`src/rtl/accum_adder_if.sv`:
```
// Stream handshake bundle for accum_adder: operand input, result output,
// start/bias control and busy status.
interface accum_adder_if #(
    parameter int DWIDTH = 16
);
    logic              start;
    logic [DWIDTH-1:0] bias;
    logic              in_valid;
    logic              in_ready;
    logic [DWIDTH-1:0] in_data;
    logic              out_valid;
    logic              out_ready;
    logic [DWIDTH-1:0] out_data;
    logic              out_sat;
    logic              busy;

    modport master (
        output start, bias, in_valid, in_data, out_ready,
        input  in_ready, out_valid, out_data, out_sat, busy
    );

    modport slave (
        input  start, bias, in_valid, in_data, out_ready,
        output in_ready, out_valid, out_data, out_sat, busy
    );
endinterface

```
`src/rtl/accum_adder.sv`:
```
// Accumulates LEN signed operands onto a preloaded bias in a wide accumulator
// and returns one DWIDTH-bit result, clamped or wrapped, with an overflow flag.
module accum_adder #(
    parameter int DWIDTH = 16,
    parameter int LEN    = 64,
    parameter int SAT    = 1
) (
    input  logic         clk,
    input  logic         rst,
    accum_adder_if.slave bus
);
    localparam int CNTW = $clog2(LEN + 1);
    localparam int ACCW = DWIDTH + CNTW;

    typedef enum logic [1:0] {IDLE, ACC, DONE} state_t;

    state_t                 state, state_nx;
    logic signed [ACCW-1:0] acc, sum, bias_x, data_x;
    logic [CNTW-1:0]        cnt;
    logic [DWIDTH-1:0]      res_q, res_nx;
    logic                   sat_q, ovf;
    logic                   load, beat, last;
    logic                   in_rdy, o_vld, bsy;

    assign bias_x = {{(ACCW-DWIDTH){bus.bias[DWIDTH-1]}}, bus.bias};
    assign data_x = {{(ACCW-DWIDTH){bus.in_data[DWIDTH-1]}}, bus.in_data};
    assign sum    = acc + data_x;

    // Sum fits in DWIDTH only if every bit from DWIDTH-1 upward is a sign copy.
    assign ovf = !((&sum[ACCW-1:DWIDTH-1]) || !(|sum[ACCW-1:DWIDTH-1]));

    always_comb begin
        res_nx = sum[DWIDTH-1:0];
        if (SAT != 0 && ovf)
            res_nx = sum[ACCW-1] ? {1'b1, {(DWIDTH-1){1'b0}}}
                                 : {1'b0, {(DWIDTH-1){1'b1}}};
    end

    assign load = bus.start && (state == IDLE || (state == DONE && bus.out_ready));
    assign beat = (state == ACC) && bus.in_valid;
    assign last = beat && (cnt == CNTW'(LEN - 1));

    always_ff @(posedge clk) begin
        if (rst) state <= IDLE;
        else     state <= state_nx;
    end

    always_comb begin
        state_nx = state;
        case (state)
            IDLE:    if (bus.start) state_nx = ACC;
            ACC:     if (last) state_nx = DONE;
            DONE:    if (bus.out_ready) state_nx = bus.start ? ACC : IDLE;
            default: state_nx = IDLE;
        endcase
    end

    always_comb begin
        in_rdy = 1'b0;
        o_vld  = 1'b0;
        bsy    = 1'b0;
        case (state)
            ACC:  begin in_rdy = 1'b1; bsy = 1'b1; end
            DONE: begin o_vld  = 1'b1; bsy = 1'b1; end
            default: ;
        endcase
    end

    always_ff @(posedge clk) begin
        if (rst) begin
            acc   <= '0;
            cnt   <= '0;
            res_q <= '0;
            sat_q <= 1'b0;
        end else if (load) begin
            acc <= bias_x;
            cnt <= '0;
        end else if (beat) begin
            acc <= sum;
            cnt <= cnt + 1'b1;
            if (last) begin
                res_q <= res_nx;
                sat_q <= ovf;
            end
        end
    end

    assign bus.in_ready  = in_rdy;
    assign bus.out_valid = o_vld;
    assign bus.busy      = bsy;
    assign bus.out_data  = res_q;
    assign bus.out_sat   = sat_q;
endmodule

```
`src/flat_wrapper.sv`:
```
// flat-port wrapper written by rule: the top's interface ports become plain ports
module accum_adder_flat 
#(
    parameter int DWIDTH = 16,
    parameter int LEN    = 64,
    parameter int SAT    = 1
)
  (clk, rst, bus_start, bus_bias, bus_in_valid, bus_in_data, bus_out_ready, bus_in_ready, bus_out_valid, bus_out_data, bus_out_sat, bus_busy);
  accum_adder_if #(.DWIDTH(DWIDTH)) bus_i ();
  input  logic clk;
  input  logic rst;
  input wire logic [$bits(bus_i.start)-1:0] bus_start;
  input wire logic [$bits(bus_i.bias)-1:0] bus_bias;
  input wire logic [$bits(bus_i.in_valid)-1:0] bus_in_valid;
  input wire logic [$bits(bus_i.in_data)-1:0] bus_in_data;
  input wire logic [$bits(bus_i.out_ready)-1:0] bus_out_ready;
  output wire logic [$bits(bus_i.in_ready)-1:0] bus_in_ready;
  output wire logic [$bits(bus_i.out_valid)-1:0] bus_out_valid;
  output wire logic [$bits(bus_i.out_data)-1:0] bus_out_data;
  output wire logic [$bits(bus_i.out_sat)-1:0] bus_out_sat;
  output wire logic [$bits(bus_i.busy)-1:0] bus_busy;
  assign bus_i.start = bus_start;
  assign bus_i.bias = bus_bias;
  assign bus_i.in_valid = bus_in_valid;
  assign bus_i.in_data = bus_in_data;
  assign bus_i.out_ready = bus_out_ready;
  assign bus_in_ready = bus_i.in_ready;
  assign bus_out_valid = bus_i.out_valid;
  assign bus_out_data = bus_i.out_data;
  assign bus_out_sat = bus_i.out_sat;
  assign bus_busy = bus_i.busy;
  accum_adder #(.DWIDTH(DWIDTH), .LEN(LEN), .SAT(SAT)) u_core (.clk(clk), .rst(rst), .bus(bus_i));
endmodule
```
`config.mk`:
```
export PLATFORM = sky130hd
export DESIGN_NAME = accum_adder_flat
export DESIGN_NICKNAME = d
export VERILOG_FILES = /design/src/rtl/accum_adder_if.sv /design/src/rtl/accum_adder.sv /design/src/flat_wrapper.sv
export SDC_FILE = /design/constraint.sdc
export NUM_CORES = 1
export LEC_CHECK = 0
export ABC_CLOCK_PERIOD_IN_PS = 6300
export CORE_ASPECT_RATIO = 1.4
export CORE_MARGIN = 3
export CORE_UTILIZATION = 58
export CTS_BUF_LIST = sky130_fd_sc_hd__clkbuf_4 sky130_fd_sc_hd__clkbuf_8 sky130_fd_sc_hd__clkbuf_16
export CTS_CLUSTER_SIZE = 40
export DETAILED_ROUTE_END_ITERATION = 10
export HOLD_SLACK_MARGIN = 0.1
export MAX_ROUTING_LAYER = met4
export PLACE_DENSITY = 0.88
export SYNTH_ARGS = -nofsm -noshare
export SYNTH_HDL_FRONTEND = slang
export SYNTH_SLANG_ARGS = --single-unit
```
`constraint.sdc`:
```
create_clock -name clk -period 6.3 [get_ports clk]
set_input_delay 0.63 -clock clk [delete_from_list [all_inputs] [get_ports clk]]
set_output_delay 0.63 -clock clk [all_outputs]
set_load 0.02 [all_outputs]
```
== After elaboration in Yosys (flattened, before gate mapping) ==
Cells that the tools add are included.

* Register bits: 49
* Bits in latches: 0
* Memory bits (writable): 0
* ROM bits: 0
* Logic and storage cells: 42
* Memories kept: 0

* Add/subtract/negate cells: 2
* $mul: 0
* Divide/modulo/power cells: 0
* $lt $le $gt $ge: 0
* Eq/ne operators: 6
* Shifts and indexed selects: 0
* Mux-type cells: 12
* Bitwise gates (word level): 1
* Reductions and logical operators: 16

{| class="wikitable"
|+ Operator list
! kind !! count
|-
| $mux 23 || 2
|-
| $mux 16 || 2
|-
| $add 23x16->23 || 1
|-
| $reduce_and 8->1 || 1
|-
| $reduce_or 8->1 || 1
|-
| $add 7x1->7 const B || 1
|-
| $eq 7x6->1 const B || 1
|-
| $mux 2 || 3
|-
| $pmux 2 s3 || 1
|-
| $reduce_and 3->1 || 2
|-
| $logic_and 1x1->1 || 4
|-
| $mux 1 || 4
|-
| $ne 2x2->1 const B || 2
|-
| $reduce_or 2->1 || 2
|-
| $eq 2x1->1 const B || 1
|-
| $eq 2x2->1 const B || 1
|-
| $logic_not 1->1 || 2
|-
| $logic_not 2->1 || 1
|-
| $logic_or 1x1->1 || 2
|-
| $ne 2x1->1 const B || 1
|-
| $reduce_bool 2->1 || 1
|-
| $not 1->1 || 1
|}

== Logic depth before layout (Yosys ltp) ==
Gate-level depths: netlist of the first run.

* Depth in word-level cells: 6
* Gate-level depth with buffers: 14

== Worst setup path after synthesis of the first run ==
Ideal clock, no wire load.

* Path kind: input to register
* Start point: in bus_in_data[4]
* End point: reg u_core.res_q[8] (netlist: u_core.bus.out_data[8])
* Setup time: 0.069 ns
* Arrival time: 3.273 ns
* Required time: 6.231 ns
* Setup slack: 2.958 ns
* Stages on the path: 12
* Buffers on the path: 1
* Path through: ha_1 > a21o_1 > a31oi_1 > a211o_1 > mux2_4 > a211o_1 > nor4_1 > nand4_1 > or2_1 > a21o_1 > buf_6 > o21ai_1

* Cells in the longest elaborated chain, start to end: 5
* Elaborated cells on any way between the ends: 7
* Those cells by class: add/sub (1); mux (2); reduce/logical (4)

{| class="wikitable"
|+ Ends and longest elaborated chain
! element !! line !! text
|-
| from (decl) || flat_wrapper.sv:15 || <nowiki>input wire logic [$bits(bus_i.in_data)-1:0] bus_in_data;</nowiki>
|-
| $add 23x16->23 * || accum_adder.sv:27 || <nowiki>assign sum = acc + data_x;</nowiki>
|-
| $reduce_or 8->1 || accum_adder.sv:30 || <nowiki>assign ovf = !((&sum[ACCW-1:DWIDTH-1]) || !(|sum[ACCW-1:DWIDTH-1]));</nowiki>
|-
| $logic_not 1->1 || accum_adder.sv:30 ||
|-
| $logic_or 1x1->1 || accum_adder.sv:30 ||
|-
| $mux 16 * || accum_adder.sv:34 || <nowiki>if (SAT != 0 && ovf)</nowiki>
|-
| to (signal assigned) || accum_adder.sv:82 || <nowiki>res_q <= res_nx;</nowiki>
|-
| to (decl) || accum_adder.sv:20 || <nowiki>logic [DWIDTH-1:0] res_q, res_nx;</nowiki>
|}

Mark *: on every way between the ends. The rest lies on a longest branch, timed or not.
A chain may end at the register's enable or synchronous reset.

== Worst setup path after layout of the first run ==
* Start point: in bus_in_data[0]
* End point: reg u_core.res_q[1] (netlist: u_core.bus.out_data[1])

The elaborated chain is that of the path after synthesis.

==> impl_metrics.json, run 1 <==
{
  "initial_core_util_pct": 60.4,
  "drt_first_iter_violations": 212,
  "post_cts_buffers": 0,
  "worstPathMaxFanout": 15,
  "min_period_ns": 4.12,
  "worstMarginPinSlew_ns": 1.20,
  "rows": 32,
  "dp_cells": 531,
  "hold_path_class": "register to register",
  "synth_area_um2": 3360,
  "power_leakage_nw": 1.60,
  "grtUsageTotal_pct": 27.8,
  "finalSetupViolCount": 0,
  "finalHoldViolCount": 0,
  "wl_per_cell_um": 17.0,
  "relSlewSlack_pct": 19.7,
  "grt_pass1_vias": 3228,
  "grt-ovfl-total": 0,
  "yosys_register_bits": 49,
  "slowest_delay_ns": 0.86,
  "clock_latency_ns": 0.30,
  "grt_pass1_wl_mm": 14.7,
  "crit_chain": "clkdlybuf4s50_1, ha_1, inv_1, fa_1, nor2b_1, o2111ai_1, a211oi_1, o31ai_1, a21oi_1, xnor2_1, nor4_2, a211oi_2, a21oi_1, o21ai_1",
  "rsz0062_at_grt": "no",
  "wl_mm": 9.19,
  "cts_resized": 0,
  "tns_ns": 0,
  "core_um2": 5570,
  "startpoint_type": "input port",
  "grt_max_degree": 38,
  "synth_common_cells": "a21oi_1 (51), dfxtp_1 (49), nand2_1 (39), o21ai_0 (33), nor2_1 (31)",
  "period_share_pct": 65.5,
  "firstDrtPassIters": 5,
  "ios": 57,
  "syn_nets": 495,
  "clock-sinks": 49,
  "ys_top_cells_by_area": "dfxtp_1 (29%), ha_1 (10%), a21oi_1 (7.6%)",
  "clockBufferDepth": 2,
  "critPathKind": "input port to register",
  "numPortBuffers": 56,
  "yosysUniqueCellTypes": 53,
  "place_congestion": 0.969,
  "layout-drive-gt1-share_pct": 3.82,
  "cts.clk_slew.worst_paths_ns": 0.10,
  "syn_inst": 430,
  "end_kind": "register",
  "worst_clock_skew_ns": 0.00878,
  "cp.required_ns": 6.54,
  "ant_nets": 0,
  "rrSetupSlack_ns": 2.62,
  "path_buf_inv": 2,
  "tritoncts": "yes",
  "clock-root-buffer": "clkbuf_8",
  "die_w_um": 70.3,
  "yosys.area.top_type_share_pct": 29.2,
  "synthToLayoutAreaGrowth_pct": 19.7,
  "powerDensity_nw_per_um2": 351,
  "synth_edf_count": 0,
  "critPathSlowestCell": "a211oi_2",
  "synth.most_common_cell": "a21oi_1",
  "fin_cells": 539,
  "vias": 3427,
  "path_common_cell": "a21oi_1",
  "synth_ff_type": "dfxtp_1",
  "ys_seq_area_share_pct": 29.2,
  "setup_slack_ns": 2.18,
  "h-tree-depth": 2,
  "ys_warn_count": 0,
  "cpLargestDelayFamily": "compound AO/OA/AOI/OAI gates",
  "vdd_drop_max_mv": 0.209,
  "crit_arrival_ns": 4.37,
  "place_area_um2": 3910,
  "hpwlAfterDp_mm": 6.97,
  "die_height_um": 96.1,
  "num-nets-final": 535,
  "fmax_ghz": 0.243,
  "yosysTopAreaCell": "dfxtp_1",
  "die_area_um2": 6760,
  "status": "finished, final reports clean",
  "antenna_cells": 0,
  "cap_violations": 0,
  "slew_violations": 0,
  "async_reset_ff_share_pct": 0,
  "finalPower_mw": 1.41,
  "drt-vias-per-instance": 6.36,
  "drc": 0,
  "antenna_found_initial": 0,
  "ctsHoldBuffers": 0,
  "pre_cts_ws_ns": 1.95,
  "avgSynthCellArea_um2": 7.82,
  "cts_inserted_buffers": 5,
  "fin_area_um2": 4020
}
report_power, final:
group	internal [mW]	leakage (nW)	switching, mW
clock	0.119	0.0585	0.114
combinational	0.303	1.14	0.483
sequential	0.360	0.401	0.0327
area by class of cell:
class,count,area [um^2]
Clock buffer,5,68.8
Clock inverter,3,43.8
Fill cell,479,1540
Inverter,13,48.8
Multi-Input combinational cell,344,2230
Sequential cell,49,981
Tap cell,68,85.1
Timing Repair Buffer,57,568
stage by stage:
stage	hold slack [ns]	utilization, %
global route	0.494	72.3
floorplan	0.462	-
detailed placement	0.460	70.3
global placement	0.454	70.3
CTS	0.483	72.3
finish	0.483	72.3
metal layers:
layer | wire length (um) | GRT usage [%] | part of all wire, % | up-vias
met2 | 4760 | 49.8 | 52 | 124
met1 | 3620 | 31.3 | 39 | 1624
li1 | - | - | - | 1652
met5 | 0 | - | 0 | -
met3 | 482 | 3.34 | 5.2 | 27
met4 | 319 | 11.5 | 3.5 | 0
logic make-up after synthesis:
kind of cell,Yosys count,share of synthesized area (%)
AO/OA/AOI/OAI,165,30.5
AND/OR/NAND/NOR,124,17.8
flip-flops,49,29.2
buffers and inverters,37,4.54
adder cells (fa/ha/maj),28,10.6
XOR/XNOR,22,5.73
multiplexers,5,1.64
tightest hold or removal path: cells and delay by family (launching register included):
kind	cells	cell delay, ns
flops	1	0.34
compound gates	2	0.12
state kept, by name, summed over array words and instances, names as in the netlist:
signal and flops:
u_core.acc 23, u_core.bus.out_sat 1, u_core.cnt 7, u_core.state 2, u_core.bus.out_data 16
worst paths after layout:
| path | start | cells past startpoint | end |
|---|---|---|---|
| setup / recovery | bus_in_data[0] | 14 | u_core.bus.out_data[1]$_SDFFE_PP0P_ |
| setup reg to reg | u_core.acc[0]$_SDFFE_PP0P_ | 13 | u_core.bus.out_data[1]$_SDFFE_PP0P_ |
| hold reg to reg | u_core.bus.out_data[11]$_SDFFE_PP0P_ | 2 | u_core.bus.out_data[11]$_SDFFE_PP0P_ |
| hold / removal | u_core.bus.out_data[11]$_SDFFE_PP0P_ | 2 | u_core.bus.out_data[11]$_SDFFE_PP0P_ |
cell usage in the layout, fill, tap and decap left out, types with 2 or more instances in the layout:
cell and count:
a211o_1 3, a211oi_1 6, a21o_1 13, a21oi_1 51, a22o_1 2, a31o_2 3
a31oi_1 7, and2_1 5, and3_1 2, and4_1 3, clkbuf_8 5, clkdlybuf4s50_1 56
dfxtp_1 49, ha_1 27, inv_1 13, mux2i_1 4, nand2_1 39, nand2b_1 2
nand3_1 7, nand4_1 5, nor2_1 31, nor2b_1 4, nor3_1 16, nor4_1 2
o2111ai_1 3, o211ai_1 16, o21a_1 4, o21ai_0 33, o21ai_1 11, o21bai_1 2
o221ai_1 2, o31ai_1 2, or2_2 2, xnor2_1 10, xor2_1 12
Power figures use the tool's default switching activity.
==> run 2: changes to the inputs <==
- ABC_CLOCK_PERIOD_IN_PS: 6300 -> 3900
- CORE_UTILIZATION: 58 -> 54
- PLACE_DENSITY: 0.88 -> 0.83
- clock period: 6.3 -> 3.9 ns (I/O delays scaled with it)
==> run 2 against run 1 <==
  * Via count hardly changed
  * Sequential share of layout area is 1.0 points lower
  * Final area is 4.4% higher
  * Critical path depth is 2 higher
  * Register-to-register slack worse by 2.2 ns
  * Clock skew is 0.0079 ns higher
  * Worst hold slack worse by 0.0011 ns
  * Non-clock buffer count is 19 higher
  * Die area is 6.8% higher
  * Worst setup slack worse by 1.9 ns
  * First-iteration DRC count is 6.6% lower
  * Critical endpoint is now u_core.bus.out_data[2]$_SDFFE_PP0P_
  * Highest routed layer unchanged
==> impl_metrics.json, run 2 (synthesized netlist as in run 1, its figures left out) <==
{
  "period_share_pct": 93.3,
  "relSlewSlack_pct": 17.8,
  "worst_clock_skew_ns": 0.0167,
  "critPathKind": "input port to register",
  "cp.required_ns": 4.12,
  "crit_chain": "clkdlybuf4s50_1, ha_1, inv_1, fa_1, nor2b_1, o2111ai_2, a21oi_1, nor3_1, a31oi_1, xor2_1, buf_4, nand4_1, or2_1, a21o_1, buf_4, o21ai_0",
  "power_leakage_nw": 1.70,
  "firstDrtPassIters": 4,
  "final_common_cell": "clkdlybuf4s50_1",
  "vias": 3429,
  "ios": 57,
  "hpwlAfterDp_mm": 7.50,
  "tritoncts": "yes",
  "ant_nets": 0,
  "largest_reg_flops": 23,
  "numPortBuffers": 56,
  "cpLargestDelayFamily": "compound AO/OA/AOI/OAI gates",
  "grt-ovfl-total": 0,
  "worstMarginPinSlew_ns": 1.23,
  "grt_max_degree": 37,
  "rows": 33,
  "core_um2": 5950,
  "rsz0062_at_grt": "no",
  "place_congestion": 0.974,
  "path_common_cell": "buf_4",
  "initial_core_util_pct": 56.5,
  "die_height_um": 99.3,
  "worstPathMaxFanout": 7,
  "pwr-share-comb_pct": 57.5,
  "end_kind": "register",
  "clockBufferDepth": 2,
  "path_buf_inv": 4,
  "h-tree-depth": 2,
  "clkPwrFrac_pct": 15.8,
  "regMostFlops": "u_core.acc",
  "drt_first_iter_violations": 198,
  "cts.clk_slew.worst_paths_ns": 0.10,
  "fmax_ghz": 0.275,
  "layout-drive-gt1-share_pct": 7.96,
  "critPathSlowestCell": "clkdlybuf4s50_1",
  "seqPwrFrac_pct": 26.7,
  "antenna_found_initial": 0,
  "intPower_mw": 1.33,
  "finalHoldViolCount": 0,
  "post_cts_buffers": 0,
  "slew_violations": 0,
  "grtUsageTotal_pct": 28.1,
  "wl_per_cell_um": 17.0,
  "antenna_cells": 0,
  "grt_pass1_wl_mm": 15.8,
  "crit_arrival_ns": 3.86,
  "p_sw_share_pct": 44.0,
  "die_area_um2": 7220,
  "pre_cts_ws_ns": -0.104,
  "status": "finished, final reports clean",
  "p_sw_mw": 1.04,
  "finalSetupViolCount": 0,
  "layout_common_cells": "clkdlybuf4s50_1 (56), a21oi_1 (51), dfxtp_1 (49)",
  "slowest_delay_ns": 0.47,
  "drt-vias-per-instance": 6.12,
  "wl_mm": 9.53,
  "grt_pass1_vias": 3394,
  "drc": 0,
  "powerDensity_nw_per_um2": 565,
  "setup_slack_ns": 0.260,
  "min_period_ns": 3.64,
  "die_w_um": 72.7,
  "hold_path_class": "register to register",
  "hold_slack_ns": 0.482,
  "startpoint_type": "input port",
  "cap_violations": 0,
  "clock-root-buffer": "clkbuf_8",
  "cts_inserted_buffers": 5,
  "clock-sinks": 49,
  "num-nets-final": 554,
  "clock_latency_ns": 0.30,
  "synthToLayoutAreaGrowth_pct": 24.9,
  "vdd_drop_max_mv": 0.323
}
run 2: area by class of cell:
class,instances,area (um^2)
multi-input cells,344,2250
repair buffers,76,711
clock inverters,2,38.8
clock buffers,6,76.3
well taps,70,87.6
flip-flops and latches,49,981
inverters,13,48.8
fillers,495,1750
run 2: metal layers:
metal,vias up,wire length (um),GRT usage [%]
met4,0,344,10.9
met5,-,0,-
met1,1598,3810,31.3
met2,102,5000,49.7
li1,1699,-,-
met3,30,377,3.64
run 2: worst paths after layout:
kind,from,to,slack (ns),depth (start not counted)
max,bus_in_data[0],u_core.bus.out_data[2]$_SDFFE_PP0P_,0.26,16
min,u_core.bus.out_data[7]$_SDFFE_PP0P_,u_core.bus.out_data[7]$_SDFFE_PP0P_,0.48,2
min reg2reg,u_core.bus.out_data[7]$_SDFFE_PP0P_,u_core.bus.out_data[7]$_SDFFE_PP0P_,0.48,2
max reg2reg,u_core.acc[0]$_SDFFE_PP0P_,u_core.bus.out_data[2]$_SDFFE_PP0P_,0.47,15
run 2: worst register-to-register path, cell delays in order, from the launching register on:
cell	delay, ns
dfxtp_1	0.35
ha_1	0.17
inv_1	0.06
fa_1	0.39
nor2b_1	0.20
o2111ai_2	0.17
a21oi_1	0.24
nor3_1	0.12
a31oi_1	0.24
xor2_1	0.35
buf_4	0.19
nand4_1	0.09
or2_1	0.24
a21o_1	0.20
buf_4	0.16
o21ai_0	0.18
run 2: stage by stage:
step	util (%)	TNS [ns]	total power [mW]	instance area, um^2	cells
floorplan	-	0	1.57	3360	430
global placement	68.2	0	1.93	4060	552
detailed placement	68.2	-1.25	1.96	4060	552
CTS	70.1	0	2.34	4170	560
global route	70.6	0	2.55	4200	560
finish	70.6	0	2.37	4200	560
run 2: what timing repair did:
| action | 4_1_cts | 5_1_grt |
|---|---|---|
| setup endpoints to repair | 0 | 15 |
| gates resized for setup | 0 | 4 |
| hold endpoints to repair | 0 | 0 |
| hold buffers | 0 | 0 |
run 2: power groups by stage:
| stage | Combinational, mW | Clock, mW | Sequential [mW] |
|---|---|---|---|
| after floorplan | 0.945 | 0 | 0.627 |
| after global placement | 1.29 | 0 | 0.640 |
| after detailed placement | 1.32 | 0 | 0.645 |
| after CTS | 1.33 | 0.376 | 0.633 |
| after global routing | 1.51 | 0.397 | 0.644 |
| final | 1.37 | 0.374 | 0.634 |
